===== config.mk =====
export PLATFORM = sky130hd
export DESIGN_NAME = rob_tag_alloc_flat
export DESIGN_NICKNAME = d
export VERILOG_FILES = /design/src/rtl/rob_tag_alloc_if.sv /design/src/rtl/rob_tag_alloc.sv /design/src/flat_wrapper.sv
export SDC_FILE = /design/constraint.sdc
export NUM_CORES = 1
export LEC_CHECK = 0
export BUFFER_PORTS_ARGS = -buffer_cell sky130_fd_sc_hd__buf_2
export CAP_MARGIN = 10
export CORE_UTILIZATION = 55
export DETAILED_ROUTE_END_ITERATION = 7
export PLACE_DENSITY = 0.88
export SYNTH_ARGS = -nofsm -noshare
export SYNTH_HDL_FRONTEND = slang
export SYNTH_SLANG_ARGS = --single-unit

===== constraint.sdc =====
create_clock -name clk_in -period 5.3 [get_ports clk_in]
set_input_delay 0.53 -clock clk_in [delete_from_list [all_inputs] [get_ports clk_in]]
set_output_delay 0.53 -clock clk_in [all_outputs]
set_load 0.02 [all_outputs]

===== src/rtl/rob_tag_alloc_if.sv =====
// Dispatcher/ROB handshake bundle for the ROB tag allocator.
// The master side requests tags and commits; the slave side is the allocator.
interface rob_tag_alloc_if #(
   parameter int ROB_WIDTH = 4
);
   logic                 alloc_req_dp;
   logic                 alloc_gnt_dp;
   logic [ROB_WIDTH-1:0] alloc_tag_dp;
   logic                 commit_rob;
   logic [ROB_WIDTH-1:0] head_tag_rob;

   modport master (
      output alloc_req_dp,
      output commit_rob,
      input  alloc_gnt_dp,
      input  alloc_tag_dp,
      input  head_tag_rob
   );

   modport slave (
      input  alloc_req_dp,
      input  commit_rob,
      output alloc_gnt_dp,
      output alloc_tag_dp,
      output head_tag_rob
   );
endinterface


===== src/rtl/rob_tag_alloc.sv =====
// In-order ROB tag allocator: circular head/tail over 2**ROB_WIDTH tags,
// with a timed FLUSH state that holds allocation off while the RF busy bits clear.
module rob_tag_alloc #(
   parameter int ROB_WIDTH    = 4,
   parameter int FLUSH_CYCLES = 2
) (
   input  logic                 clk_in,
   input  logic                 rst_n_in,
   input  logic                 rdy_in,
   input  logic                 flush_in,
   rob_tag_alloc_if.slave       bus,
   output logic                 rf_clear_out,
   output logic [ROB_WIDTH:0]   count_out,
   output logic                 full_out,
   output logic                 empty_out,
   output logic                 err_out
);

   localparam int FW = (FLUSH_CYCLES > 1) ? $clog2(FLUSH_CYCLES) : 1;
   localparam logic [FW-1:0]      FLUSH_LAST = FW'(FLUSH_CYCLES - 1);
   localparam logic [ROB_WIDTH:0] DEPTH      = (ROB_WIDTH + 1)'(1) << ROB_WIDTH;

   typedef enum logic {RUN, FLUSH} state_t;

   state_t               state, state_n;
   logic [ROB_WIDTH-1:0] head, head_n, tail, tail_n;
   logic [ROB_WIDTH:0]   count, count_n;
   logic [FW-1:0]        fcnt, fcnt_n;
   logic                 err, err_n;
   logic                 gnt, full, empty, commit_ok;

   always_ff @(posedge clk_in or negedge rst_n_in) begin
      if (!rst_n_in) begin
         state <= RUN;
         head  <= '0;
         tail  <= '0;
         count <= '0;
         fcnt  <= '0;
         err   <= 1'b0;
      end else begin
         state <= state_n;
         head  <= head_n;
         tail  <= tail_n;
         count <= count_n;
         fcnt  <= fcnt_n;
         err   <= err_n;
      end
   end

   // Everything holds unless rdy_in; flush outranks both grant and commit.
   always_comb begin
      state_n   = state;
      head_n    = head;
      tail_n    = tail;
      count_n   = count;
      fcnt_n    = fcnt;
      err_n     = err;
      commit_ok = 1'b0;
      if (rdy_in) begin
         if (flush_in) begin
            state_n = FLUSH;
            fcnt_n  = FLUSH_LAST;
            head_n  = '0;
            tail_n  = '0;
            count_n = '0;
         end else if (state == FLUSH) begin
            if (fcnt == '0) state_n = RUN;
            else            fcnt_n  = fcnt - 1'b1;
         end else begin
            commit_ok = bus.commit_rob & ~empty;
            if (bus.commit_rob && empty) err_n = 1'b1;
            if (gnt)       tail_n = tail + 1'b1;
            if (commit_ok) head_n = head + 1'b1;
            case ({gnt, commit_ok})
               2'b10:   count_n = count + 1'b1;
               2'b01:   count_n = count - 1'b1;
               default: count_n = count;
            endcase
         end
      end
   end

   always_comb begin
      full             = (count == DEPTH);
      empty            = (count == '0);
      gnt              = (state == RUN) & bus.alloc_req_dp & rdy_in & ~full & ~flush_in;
      bus.alloc_gnt_dp = gnt;
      bus.alloc_tag_dp = tail;
      bus.head_tag_rob = head;
      rf_clear_out     = (state == FLUSH);
      count_out        = count;
      full_out         = full;
      empty_out        = empty;
      err_out          = err;
   end

endmodule


===== src/flat_wrapper.sv =====
// flat-port wrapper written by rule: the top's interface ports become plain ports
module rob_tag_alloc_flat 
#(
   parameter int ROB_WIDTH    = 4,
   parameter int FLUSH_CYCLES = 2
)
  (clk_in, rst_n_in, rdy_in, flush_in, rf_clear_out, count_out, full_out, empty_out, err_out, bus_alloc_req_dp, bus_commit_rob, bus_alloc_gnt_dp, bus_alloc_tag_dp, bus_head_tag_rob);
  rob_tag_alloc_if #(.ROB_WIDTH(ROB_WIDTH)) bus_i ();
  input  logic clk_in;
  input  logic rst_n_in;
  input  logic rdy_in;
  input  logic flush_in;
  output logic rf_clear_out;
  output logic [ROB_WIDTH:0] count_out;
  output logic full_out;
  output logic empty_out;
  output logic err_out;
  input wire logic [$bits(bus_i.alloc_req_dp)-1:0] bus_alloc_req_dp;
  input wire logic [$bits(bus_i.commit_rob)-1:0] bus_commit_rob;
  output wire logic [$bits(bus_i.alloc_gnt_dp)-1:0] bus_alloc_gnt_dp;
  output wire logic [$bits(bus_i.alloc_tag_dp)-1:0] bus_alloc_tag_dp;
  output wire logic [$bits(bus_i.head_tag_rob)-1:0] bus_head_tag_rob;
  assign bus_i.alloc_req_dp = bus_alloc_req_dp;
  assign bus_i.commit_rob = bus_commit_rob;
  assign bus_alloc_gnt_dp = bus_i.alloc_gnt_dp;
  assign bus_alloc_tag_dp = bus_i.alloc_tag_dp;
  assign bus_head_tag_rob = bus_i.head_tag_rob;
  rob_tag_alloc #(.ROB_WIDTH(ROB_WIDTH), .FLUSH_CYCLES(FLUSH_CYCLES)) u_core (.clk_in(clk_in), .rst_n_in(rst_n_in), .rdy_in(rdy_in), .flush_in(flush_in), .bus(bus_i), .rf_clear_out(rf_clear_out), .count_out(count_out), .full_out(full_out), .empty_out(empty_out), .err_out(err_out));
endmodule

* Yosys cells after proc, flatten, opt, wreduce, memory -nomap -nowiden
Index checks and enable logic that the tools add are counted.
Cells by class: $add $sub $neg 5, equal/unequal tests 4, muxes and demuxes 15, bitwise gates (word level) 9, reduce and logical (&&, ||, !) cells 11
Operators with widths (count):
- $mux W4 | 6
- $mux W5 | 2
- $pmux W5 S2 | 1
- $reduce_and A3 Y1 | 3
- $add A4 B1 Y4 const B | 2
- $mux W1 | 6
- $reduce_bool A2 Y1 | 3
- $add A5 B1 Y5 const B | 1
- $and A1 B1 Y1 | 5
- $eq A5 B5 Y1 const B | 1
- $logic_not A5 Y1 | 1
- $sub A5 B1 Y5 const B | 1
- $not A1 Y1 | 4
- $reduce_and A4 Y1 | 1
- $reduce_bool A3 Y1 | 1
- $eq A2 B1 Y1 const B | 1
- $eq A2 B2 Y1 const B | 1
- $ne A2 B2 Y1 const B | 1
- $reduce_and A2 Y1 | 1
- $logic_and A1 B1 Y1 | 1
- $sub A1 B1 Y1 const B | 1
Storage, ports and cells: flip-flop bits (word level) 16, input bits 6, output and inout bits 18, word-level logic and storage cells 50

* Depth between registers and ports, before layout
Gate-level depths: netlist (run 1).
depth after elaboration 9, depth in mapped cells 10, mapped depth without buffers 9

* Least setup slack after synthesis (run 1)
OpenSTA, ideal clock, no wires.
path type reg2reg, from register u_core.count[1] (netlist: u_core.count_out[1]), to register u_core.count[4] (netlist: u_core.count_out[4]), setup time 0.124 ns, arrival time 2.482 ns, required time 5.176 ns, slack 2.694 ns, cell stages (with the launch flop) 11, path buffers 1, period minus slack after synthesis 2.606 ns, path through dfrtp_1 > or4_4 > buf_6 > o221ai_4 > inv_1 > ha_1 > nand2b_1 > a21oi_1 > xor2_1 > nor3_1 > a211o_1
Between the ends: word-level cells in the longest chain between the ends 8, elaborated cells on any way between the ends 16, classes of those cells add/sub: 2; eq/ne: 3; mux: 3; bitwise: 5; reduce/logical: 3
RTL lines:
- start, declared | RTL line rob_tag_alloc.sv:27 | logic [ROB_WIDTH:0] count, count_n;
- start signal, assigned | RTL line rob_tag_alloc.sv:44 | count <= count_n;
- $eq A5 B5 Y1 | RTL line rob_tag_alloc.sv:84 | full = (count == DEPTH);
- $not A1 Y1 | RTL line rob_tag_alloc.sv:86 | gnt = (state == RUN) & bus.alloc_req_dp & rdy_in & ~full & ~flush_in;
- $and A1 B1 Y1 (2 in series) | RTL line rob_tag_alloc.sv:86
- $eq A2 B1 Y1 / $eq A2 B2 Y1 (equally long branches) | RTL line rob_tag_alloc.sv:74 | case ({gnt, commit_ok})
- $pmux W5 S2 | RTL line rob_tag_alloc.sv:74
- $mux W5 | RTL line rob_tag_alloc.sv:66 | end else if (state == FLUSH) begin
- $mux W5 | RTL line rob_tag_alloc.sv:60 | if (flush_in) begin
Parallel ways exist; a longest one is shown, timed or not. The select of a mux whose other input is x is not followed. A chain may end at the register's enable or synchronous reset.

* Worst setup path after layout (run 1)
Ends and elaborated chain as after synthesis.

==> reports/metrics.cfg, run 1 <==
[status]
outcome=finished, final reports clean

[layout]
final_area_um2=1150
syn_to_final_growth_pct=14.1
layout-drive-gt1-share=0.260
n_antenna_cell=0
fin_util=0.667
fin_nets=141

[sta]
slew_violations=0
period_needed_ns=2.67
fin_crit_sh=0.503
setup_ws_ns=2.63
hold_viol=0
setup_viol=0
max_freq_ghz=0.375
worst_slew_pin_slew_ns=0.596
rsz0062_at_grt=false
clock_skew_ns=0.00701
fin_tns_setup_ns=0
max_slew_margin=0.601

[global_routing]
met2_usage=0.347
grt_pass1_vias=716
grt_overflow=0
grt_pass1_wl_um=3220
met3_usage=0.0600
track_usage=0.225
met1_usage=0.308
top_usage_layer=met2
antenna_found_initial=0
grt_start_max_net_pins=17

[yosys]
yosys.area_share.simple=0.166
synthTopCellsByCount=dfrtp_1, inv_1, nor2_1
synthCells=105
syn-num-nets=117
ys_top_cells_by_area=dfrtp_1, ha_1, xor2_1, inv_1, nor2_1
syn_area_um2=1010
yosysTopAreaCell=dfrtp_1
synth_compound_area_frac=0.221
synth_top_family_by_area=compound AO/OA/AOI/OAI gates
yosys.area_share.xor_xnor=0.0608
synth_cell_type_count=39
ys_warn_count=0
yosysMostFrequentCell=dfrtp_1
ys_seq_area_frac=0.397
ys.flop_type=dfrtp_1
synthArstFlopShare=1.00
synth_fa_ha_area_frac=0.0819
muxShareOfSynthArea=0.00993
synth_edf_count=0
synthDominantCellAreaShare=0.397
avgSynthCellArea_um2=9.60
synth-seq-cells=16

[pwr]
vdd_drop_max_v=0.000272
pwr_density_cell_nw_per_um2=447
p_leak_nw=0.577

[clock_network]
cts_max_path_buffers=2
cts_resized=0
cts_root_buf=clkbuf_4
postCtsSetupBuffers=0
path_clk_slew_ns=0.09
cts_sinks=16
postCtsHoldBufs=0
numCtsBuffers=3
cts_max_level=1
cts_tree=built
clock_latency_ns=0.28

[drt]
totalWireLength_um=1990
ant_nets=0
drc=0
drt_iter0_drc=22
vias=821
firstDrtPassIters=4
vias_per_cell=5.40
avgRoutedWirePerCell_um=13.1

[min_path]
worstHoldPathType=primary input to asynchronous set/reset pin

[floorplan]
die-area_um2=2010
boundaryPins=24
die_y_um=44.8
rows=15
die_x_um=44.8
start_util=0.584
coreArea_um2=1730

[run]
max_cap_violations=0

[worst_setup_path]
crit_arrival_ns=2.84
crit_path_end_kind=register
cp-start-kind=register
path_class=register to register
worstPathMaxFanout=7
crit_required_ns=5.48

[placement]
dp_slack_ns=2.65
gp_congestion=0.846
hpwlAfterDp_um=1470
dpl_cell_area_um2=1130
io_buffers=23

## layout by cell type, fill, tap and decap left out, types with 2 or more instances in the layout
| master | n |
|---|---|
| buf_2 | 23 |
| dfrtp_1 | 16 |
| inv_1 | 10 |
| nor2_1 | 9 |
| nand2_1 | 7 |
| o21ai_0 | 6 |
| a21oi_1 | 5 |
| xor2_1 | 5 |
| ha_1 | 5 |
| o22ai_1 | 4 |
| nor2b_1 | 3 |
| clkbuf_4 | 3 |
| nand3_1 | 2 |
| a21o_1 | 2 |
| or3_1 | 2 |
| nand2b_1 | 2 |
| xnor2_1 | 2 |
## report_power, final
| part | internal, W | switching, W | total, W |
|---|---|---|---|
| logic | 0.000109 | 0.000156 | 0.000264 |
| registers | 0.000149 | 0.0000384 | 0.000188 |
| clock network | 0.0000264 | 0.0000365 | 0.0000628 |
| total | 0.000284 | 0.000230 | 0.000515 |
## layer usage
layer  up-vias  wire length (um)
met5         -                 0
met4         0                14
met3         2                74
met2        18               940
met1       384               960
li1        417                 -
## flip-flops by register name, indices dropped and copies added, names as in the netlist
signal / cells
u_core.bus.alloc_tag_dp: 4
u_core.bus.head_tag_rob: 4
u_core.count_out: 5
u_core.err_out: 1
u_core.fcnt: 1
u_core.rf_clear_out: 1
## worst max-delay path, stage by stage, from the launching register on
cell and delay [ns]:
dfrtp_1 0.47, or4_4 0.63, o221ai_4 0.24, inv_1 0.12
ha_1 0.35, nand2b_1 0.07, a21oi_1 0.15, xor2_1 0.19
nor3_1 0.06, a211o_1 0.28
## final timing paths
check                               startpoint                          to  slack, ns  depth (start not counted)
max                        u_core.count_out[1]         u_core.count_out[4]       2.63                          9
min                                   rst_n_in         u_core.count_out[1]       0.14                          1
max reg2reg                u_core.count_out[1]         u_core.count_out[4]       2.63                          9
min reg2reg                     u_core.err_out              u_core.err_out       0.47                          1
max in group asynchronous             rst_n_in  u_core.bus.head_tag_rob[0]       4.89                          1
min in group clk_in             u_core.err_out              u_core.err_out       0.47                          1
## through the flow
stage / power (W) / hold slack [ns] / cells
6_report: 0.000515 / 0.137 / 152
5_1_grt: 0.000557 / 0.157 / 152
3_3_place_gp: 0.000441 / 0.444 / 149
2_1_floorplan: 0.000396 / 0.234 / 105
4_1_cts: 0.000516 / 0.149 / 152
3_5_place_dp: 0.000450 / 0.451 / 149
## cell families (layout without fill, tap and decap cells)
family,after synthesis,in the layout
compound gates,29,29
buf+inv,14,36
flops,16,16
mux,1,1
fa+ha+maj,6,6
xor+xnor,7,7
simple gates,32,32
## final cells by class
| cell class | count | area (um2) |
|---|---|---|
| Clock buffer | 3 | 22.5 |
| Fill cell | 148 | 576 |
| Inverter | 10 | 37.5 |
| Multi-Input combinational cell | 75 | 544 |
| Sequential cell | 16 | 400 |
| Tap cell | 25 | 31.3 |
| Timing Repair Buffer | 23 | 115 |
(Power assumes the default switching activity.)
==> run 2, diff against run 1 <==
--- a/config.mk
+++ b/config.mk
@@ -7,9 +7,10 @@
 export LEC_CHECK = 0
 export BUFFER_PORTS_ARGS = -buffer_cell sky130_fd_sc_hd__buf_2
 export CAP_MARGIN = 10
-export CORE_UTILIZATION = 55
+export CORE_ASPECT_RATIO = 1.5
+export CORE_UTILIZATION = 47
 export DETAILED_ROUTE_END_ITERATION = 7
-export PLACE_DENSITY = 0.88
+export PLACE_DENSITY = 0.8
 export SYNTH_ARGS = -nofsm -noshare
 export SYNTH_HDL_FRONTEND = slang
 export SYNTH_SLANG_ARGS = --single-unit
==> constraint.sdc (replaced) <==
create_clock -name clk_in -period 2.4 [get_ports clk_in]
set_input_delay 0.24 -clock clk_in [delete_from_list [all_inputs] [get_ports clk_in]]
set_output_delay 0.24 -clock clk_in [all_outputs]
set_load 0.02 [all_outputs]
==> run 2 against run 1 <==
The flow now finishes with violations (setup timing). Wire length up 14%. Non-clock buffer count increased by 13. Sequential power grew 110%. Die area grew 16%. Critical endpoint unchanged.
==> reports/metrics.cfg, run 2 (synthesized netlist as in run 1, its figures left out) <==
[sta]
fin_hold_ws_ns=0.288  ; was 0.137 ns
period_needed_ns=2.41  ; was 2.67 ns
hold_viol=0  ; unchanged
max_freq_ghz=0.414  ; was 0.375 GHz
setup_viol=1  ; was 0
setup_ws_ns=-0.0142  ; was 2.63 ns
worst_slew_pin_slew_ns=0.573  ; was 0.596 ns
slew_violations=0  ; unchanged
fin_tns_setup_ns=-0.0142  ; was 0 ns
clock_skew_ns=0.00257  ; was 0.00701 ns
rsz0062_at_grt=true  ; was false
fin_crit_sh=1.01  ; was 0.503
max_slew_margin=0.616  ; was 0.601

[global_routing]
grt_start_max_net_pins=17  ; unchanged
grt_overflow=0  ; unchanged
antenna_found_initial=0  ; unchanged
grt_pass1_vias=925  ; was 716
track_usage=0.229  ; was 0.225
grt_pass1_wl_um=3730  ; was 3220 um

[worst_setup_path]
r2r-end=u_core.count_out[4]  ; unchanged
reg2reg_from=u_core.count_out[1]  ; unchanged
slowest_delay_ns=0.56  ; was 0.63 ns
startpoint=u_core.count_out[1]  ; unchanged
reg2reg_slack_ns=-0.01  ; was 2.63 ns
ff2ff_path_depth=9  ; unchanged
worstPathMaxFanout=3  ; was 7
path_class=register to register  ; unchanged
crit_path_end_kind=register  ; unchanged
path_cells=or4_4 -> o221ai_4 -> inv_2 -> ha_4 -> nand2b_1 -> a21oi_2 -> xor2_1 -> nor3_1 -> a211o_1  ; was or4_4 -> o221ai_4 -> inv_1 -> ha_1 -> nand2b_1 -> a21oi_1 -> xor2_1 -> nor3_1 -> a211o_1
cp.buffers_inverters=1  ; unchanged
crit_arrival_ns=2.60  ; was 2.84 ns
cp-start-kind=register  ; unchanged
crit_slowest_cell=or4_4  ; unchanged
crit_family=simple AND/OR/NAND/NOR gates  ; unchanged
crit_required_ns=2.59  ; was 5.48 ns

[floorplan]
die_y_um=58.7  ; was 44.8 um
rows=20  ; was 15
boundaryPins=24  ; unchanged
die-area_um2=2340  ; was 2010 um2
die_x_um=39.8  ; was 44.8 um
coreArea_um2=2030  ; was 1730 um2
start_util=0.498  ; was 0.584

[clock_network]
cts_max_level=1  ; unchanged
numCtsBuffers=3  ; unchanged
cts_sinks=16  ; unchanged
cts_tree=built  ; unchanged
clock_latency_ns=0.29  ; was 0.28 ns
cts_max_path_buffers=2  ; unchanged
cts_root_buf=clkbuf_4  ; unchanged
path_clk_slew_ns=0.10  ; was 0.09 ns

[run]
max_cap_violations=0  ; unchanged

[pwr]
vdd_drop_max_v=0.000576  ; was 0.000272 V
p_total_w=0.00130  ; was 0.000515 W
pwr_density_cell_nw_per_um2=1010  ; was 447 nW/um2
p_leak_nw=0.637  ; was 0.577 nW

[placement]
io_buffers=23  ; unchanged
hpwlAfterDp_um=1810  ; was 1470 um
placed_cells=158  ; was 149
gp_congestion=0.829  ; was 0.846

[drt]
drc=0  ; unchanged
vias=912  ; was 821
met1_length_um=891  ; was 960 um
wl_met3_um=65  ; was 74 um
vias_per_cell=5.60  ; was 5.40
drt_iter0_drc=24  ; was 22
totalWireLength_um=2270  ; was 1990 um
dr.max_layer_used=met4  ; unchanged
met2_length_um=1230  ; was 940 um
avgRoutedWirePerCell_um=14.0  ; was 13.1 um
ant_nets=0  ; unchanged
firstDrtPassIters=4  ; unchanged

[layout]
layout-drive-gt1-share=0.376  ; was 0.260
largest_reg_flops=5  ; unchanged
fin_cells=163  ; was 152
final_cell_mix=buf_2, dfrtp_1, buf_4  ; was buf_2, dfrtp_1, inv_1
fin_nets=154  ; was 141
final_common_cell=buf_2  ; unchanged
fin_util=0.638  ; was 0.667
syn_to_final_growth_pct=28.3  ; was 14.1%
n_antenna_cell=0  ; unchanged

[min_path]
worstHoldPathType=primary input to register  ; was primary input to asynchronous set/reset pin
holdCritStartpoint=flush_in
worstHoldEndpoint=u_core.bus.alloc_tag_dp[1]
whs_path_depth=3

[status]
violations=setup timing
outcome=finished with violations  ; was finished, final reports clean

## run 2: changes by cell type in the layout (fill, tap and decap cells not counted), sizes merged
cell	delta
buf	+12
clkbuf	+1
dlygate4sd3	+1
## run 2: tightest hold or removal path, delay by kind of cell
family	cells	cell delay, ns
AOI/OAI and AO/OA	1	0.07
buffers and inverters	2	0.23
## run 2: worst max-delay path by stage
stage / endpoint / slack (ns) / depth (start not counted)
global placement: u_core.count_out[4] / 0.05 / 9
CTS: u_core.count_out[4] / -0.04 / 9
finish: u_core.count_out[4] / -0.01 / 9
global route: u_core.count_out[4] / -0.13 / 9
detailed placement: u_core.count_out[4] / -0.03 / 9
floorplan: u_core.count_out[4] / -0.11 / 10
## run 2: cell type report
type                            count  area, um2
Clock buffer                        4       36.3
Fill cell                         168        733
Inverter                           10       37.5
Multi-Input combinational cell     75        573
Sequential cell                    16        404
Tap cell                           22       27.5
Timing Repair Buffer               36        215
## run 2: through the flow
step	setup slack [ns]	area [um2]
6_report	-0.0142	1290
2_1_floorplan	-0.111	1040
5_1_grt	-0.133	1290
4_1_cts	-0.0406	1290
3_3_place_gp	0.0456	1250
3_5_place_dp	-0.0267	1250
## run 2: layer usage
layer	track usage	up-vias
met4	0.148	0
met2	0.400	22
met3	0.0377	9
met5	0	-
met1	0.235	439
li1	-	442
## run 2: what timing repair did
action                                 in CTS  in global routing
setup endpoints to repair                   1                  2
endpoints found under the hold margin      16                  0
hold buffers                                1                  0
resized for setup                           0                  0
pin swaps                                   1                  1
setup buffers                               0                  0
## run 2: where the power goes
part           leakage (nW)  internal, W  switching, W
combinational         0.411     0.000326      0.000396
sequential            0.205     0.000333     0.0000636
clock                0.0210    0.0000925     0.0000890
total                 0.637     0.000751      0.000549
==> run 3, diff against run 2 <==
--- a/config.mk
+++ b/config.mk
@@ -8,9 +8,9 @@
 export BUFFER_PORTS_ARGS = -buffer_cell sky130_fd_sc_hd__buf_2
 export CAP_MARGIN = 10
 export CORE_ASPECT_RATIO = 1.5
-export CORE_UTILIZATION = 47
+export CORE_UTILIZATION = 25
 export DETAILED_ROUTE_END_ITERATION = 7
-export PLACE_DENSITY = 0.8
+export PLACE_DENSITY = 0.51
 export SYNTH_ARGS = -nofsm -noshare
 export SYNTH_HDL_FRONTEND = slang
 export SYNTH_SLANG_ARGS = --single-unit
==> run 3 against run 2 <==
The flow now finishes without violations. Sequential power barely moved. Fmax rose by 1.7%. Non-clock buffer count is 1 higher. First-iteration DRC count decreased by 38%. Highest routed layer unchanged. Critical path type unchanged.
==> reports/metrics.cfg, run 3 (synthesized netlist as in run 1, its figures left out) <==
[clock_network]
cts_max_level=1  ; unchanged
numCtsBuffers=3  ; unchanged
cts_tree=built  ; unchanged
cts_sinks=16  ; unchanged
cts_max_path_buffers=2  ; unchanged
clock_latency_ns=0.25  ; was 0.29 ns
path_clk_slew_ns=0.06  ; was 0.10 ns
cts_root_buf=clkbuf_8  ; was clkbuf_4

[global_routing]
track_usage=0.125  ; was 0.229
met3_usage=0.0248  ; was 0.0377
grt_start_max_net_pins=17  ; unchanged
grt_pass1_wl_um=3860  ; was 3730 um
grt_overflow=0  ; unchanged
met1_usage=0.152  ; was 0.235
top_usage_layer=met2  ; unchanged
grt_pass1_vias=844  ; was 925
met2_usage=0.209  ; was 0.400
antenna_found_initial=0  ; unchanged

[pwr]
p_total_w=0.00137  ; was 0.00130 W
pwr_density_cell_nw_per_um2=1020  ; was 1010 nW/um2
p_leak_nw=0.653  ; was 0.637 nW
swShare=0.415  ; was 0.422
p_int_w=0.000802  ; was 0.000751 W
p_switching_w=0.000569  ; was 0.000549 W
vdd_drop_max_v=0.000506  ; was 0.000576 V
p_comb_frac=0.555  ; about the same
pwr-share-seq=0.292  ; was 0.305
pwr-share-clk=0.153  ; was 0.140

[worst_setup_path]
cp-start-kind=register  ; unchanged
path_class=register to register  ; unchanged
ff2ff_path_depth=9  ; unchanged
crit_arrival_ns=2.51  ; was 2.60 ns
worstPathMaxFanout=3  ; unchanged
crit_path_end_kind=register  ; unchanged
r2r-end=u_core.count_out[4]  ; unchanged
crit_required_ns=2.54  ; was 2.59 ns
reg2reg_slack_ns=0.03  ; was -0.01 ns
reg2reg_from=u_core.count_out[1]  ; unchanged

[min_path]
worstHoldEndpoint=u_core.bus.head_tag_rob[0]  ; was u_core.bus.alloc_tag_dp[1]
whs_path_depth=3  ; unchanged
worstHoldPathType=primary input to register  ; unchanged
holdCritStartpoint=flush_in  ; unchanged

[placement]
dp_slack_ns=-0.0434  ; was -0.0267 ns
io_buffers=23  ; unchanged
gp_congestion=0.783  ; was 0.829
placed_cells=179  ; was 158
hpwlAfterDp_um=1890  ; was 1810 um

[layout]
multi_input_area_um2=584  ; was 573 um2
final_common_cell=buf_2  ; unchanged
n_fill_cell=400  ; was 168
fin_nets=155  ; was 154
syn_to_final_growth_pct=33.6  ; was 28.3%
fin_cells=185  ; was 163
seqCellArea_um2=404  ; unchanged
layout-drive-gt1-share=0.387  ; was 0.376
final_cell_mix=buf_2, buf_4, dfrtp_1  ; was buf_2, dfrtp_1, buf_4
largest_reg_flops=5  ; unchanged
n_antenna_cell=0  ; unchanged

[drt]
drc=0  ; unchanged
totalWireLength_um=2380  ; was 2270 um
avgRoutedWirePerCell_um=12.8  ; was 14.0 um
firstDrtPassIters=4  ; unchanged
vias_per_cell=4.88  ; was 5.60
ant_nets=0  ; unchanged
drt_iter0_drc=15  ; was 24
vias=902  ; was 912

[floorplan]
die-area_um2=4300  ; was 2340 um2
rows=27  ; was 20
coreArea_um2=3750  ; was 2030 um2
die_y_um=79.8  ; was 58.7 um
start_util=0.269  ; was 0.498
boundaryPins=24  ; unchanged
die_x_um=53.9  ; was 39.8 um

[sta]
max_slew_margin=0.603  ; was 0.616
fin_tns_setup_ns=0  ; was -0.0142 ns
rsz0062_at_grt=true  ; unchanged
hold_viol=0  ; unchanged
setup_ws_ns=0.0262  ; was -0.0142 ns
slew_violations=0  ; unchanged
max_freq_ghz=0.421  ; was 0.414 GHz
worst_slew_pin_slew_ns=0.593  ; was 0.573 ns
period_needed_ns=2.37  ; was 2.41 ns
clock_skew_ns=0.00324  ; was 0.00257 ns
fin_crit_sh=0.989  ; was 1.01
setup_viol=0  ; was 1

[run]
max_cap_violations=0  ; unchanged

[status]
outcome=finished, final reports clean  ; was finished with violations

[run 3: per-stage QoR]
stage	area [um2]	utilization	hold WS, ns
2_1_floorplan	1040	-	-0.0556
3_3_place_gp	1270	0.340	0.172
3_5_place_dp	1270	0.340	0.177
4_1_cts	1350	0.359	0.344
5_1_grt	1350	0.359	0.347
6_report	1350	0.359	0.341
[run 3: worst max path at each step]
stage	cells past startpoint	from	slack [ns]	to
4_1_cts	9	u_core.count_out[0]	-0.04	u_core.count_out[4]
5_1_grt	9	u_core.count_out[1]	-0.11	u_core.count_out[4]
3_5_place_dp	9	u_core.count_out[1]	-0.04	u_core.count_out[4]
3_3_place_gp	9	u_core.count_out[1]	0.02	u_core.count_out[4]
2_1_floorplan	10	u_core.count_out[1]	-0.11	u_core.count_out[4]
6_report	9	u_core.count_out[1]	0.03	u_core.count_out[4]
[run 3: per-layer routing]
layer  share of wire  vias to the layer above
met3           0.044                        4
li1                -                      443
met1            0.45                      430
met4           0.017                        0
met2            0.49                       25
met5               0                        -
[run 3: area by class of cell]
type                    count  area share
well taps                  43      0.0399
inverters                  10      0.0279
repair buffers             37       0.165
multi-input cells          75       0.434
flip-flops and latches     16       0.300
clock buffers               4      0.0334
[run 3: power groups by stage]
stage	logic, W	clock network [W]	registers, W
5_1_grt	0.000838	0.000227	0.000411
3_5_place_dp	0.000740	0	0.000406
3_3_place_gp	0.000722	0	0.000402
4_1_cts	0.000778	0.000213	0.000401
6_report	0.000761	0.000210	0.000400
2_1_floorplan	0.000422	0	0.000482
[run 3: worst max-delay path, stage by stage (launching register included)]
cell and delay, ns:
dfrtp_2 0.42, or4_4 0.56, o221ai_4 0.23, inv_2 0.10, ha_4 0.29, nand2b_4 0.05, a21oi_2 0.12, xor2_1 0.19
nor3_1 0.07, a211o_1 0.23
[run 3: what timing repair did]
item,CTS,global route
endpoints found under the hold margin,16,0
resized for setup,3,0
setup endpoints to repair,2,2
buffers inserted,1,0
hold buffers,1,0
cloned,0,0
pin swaps,10,8
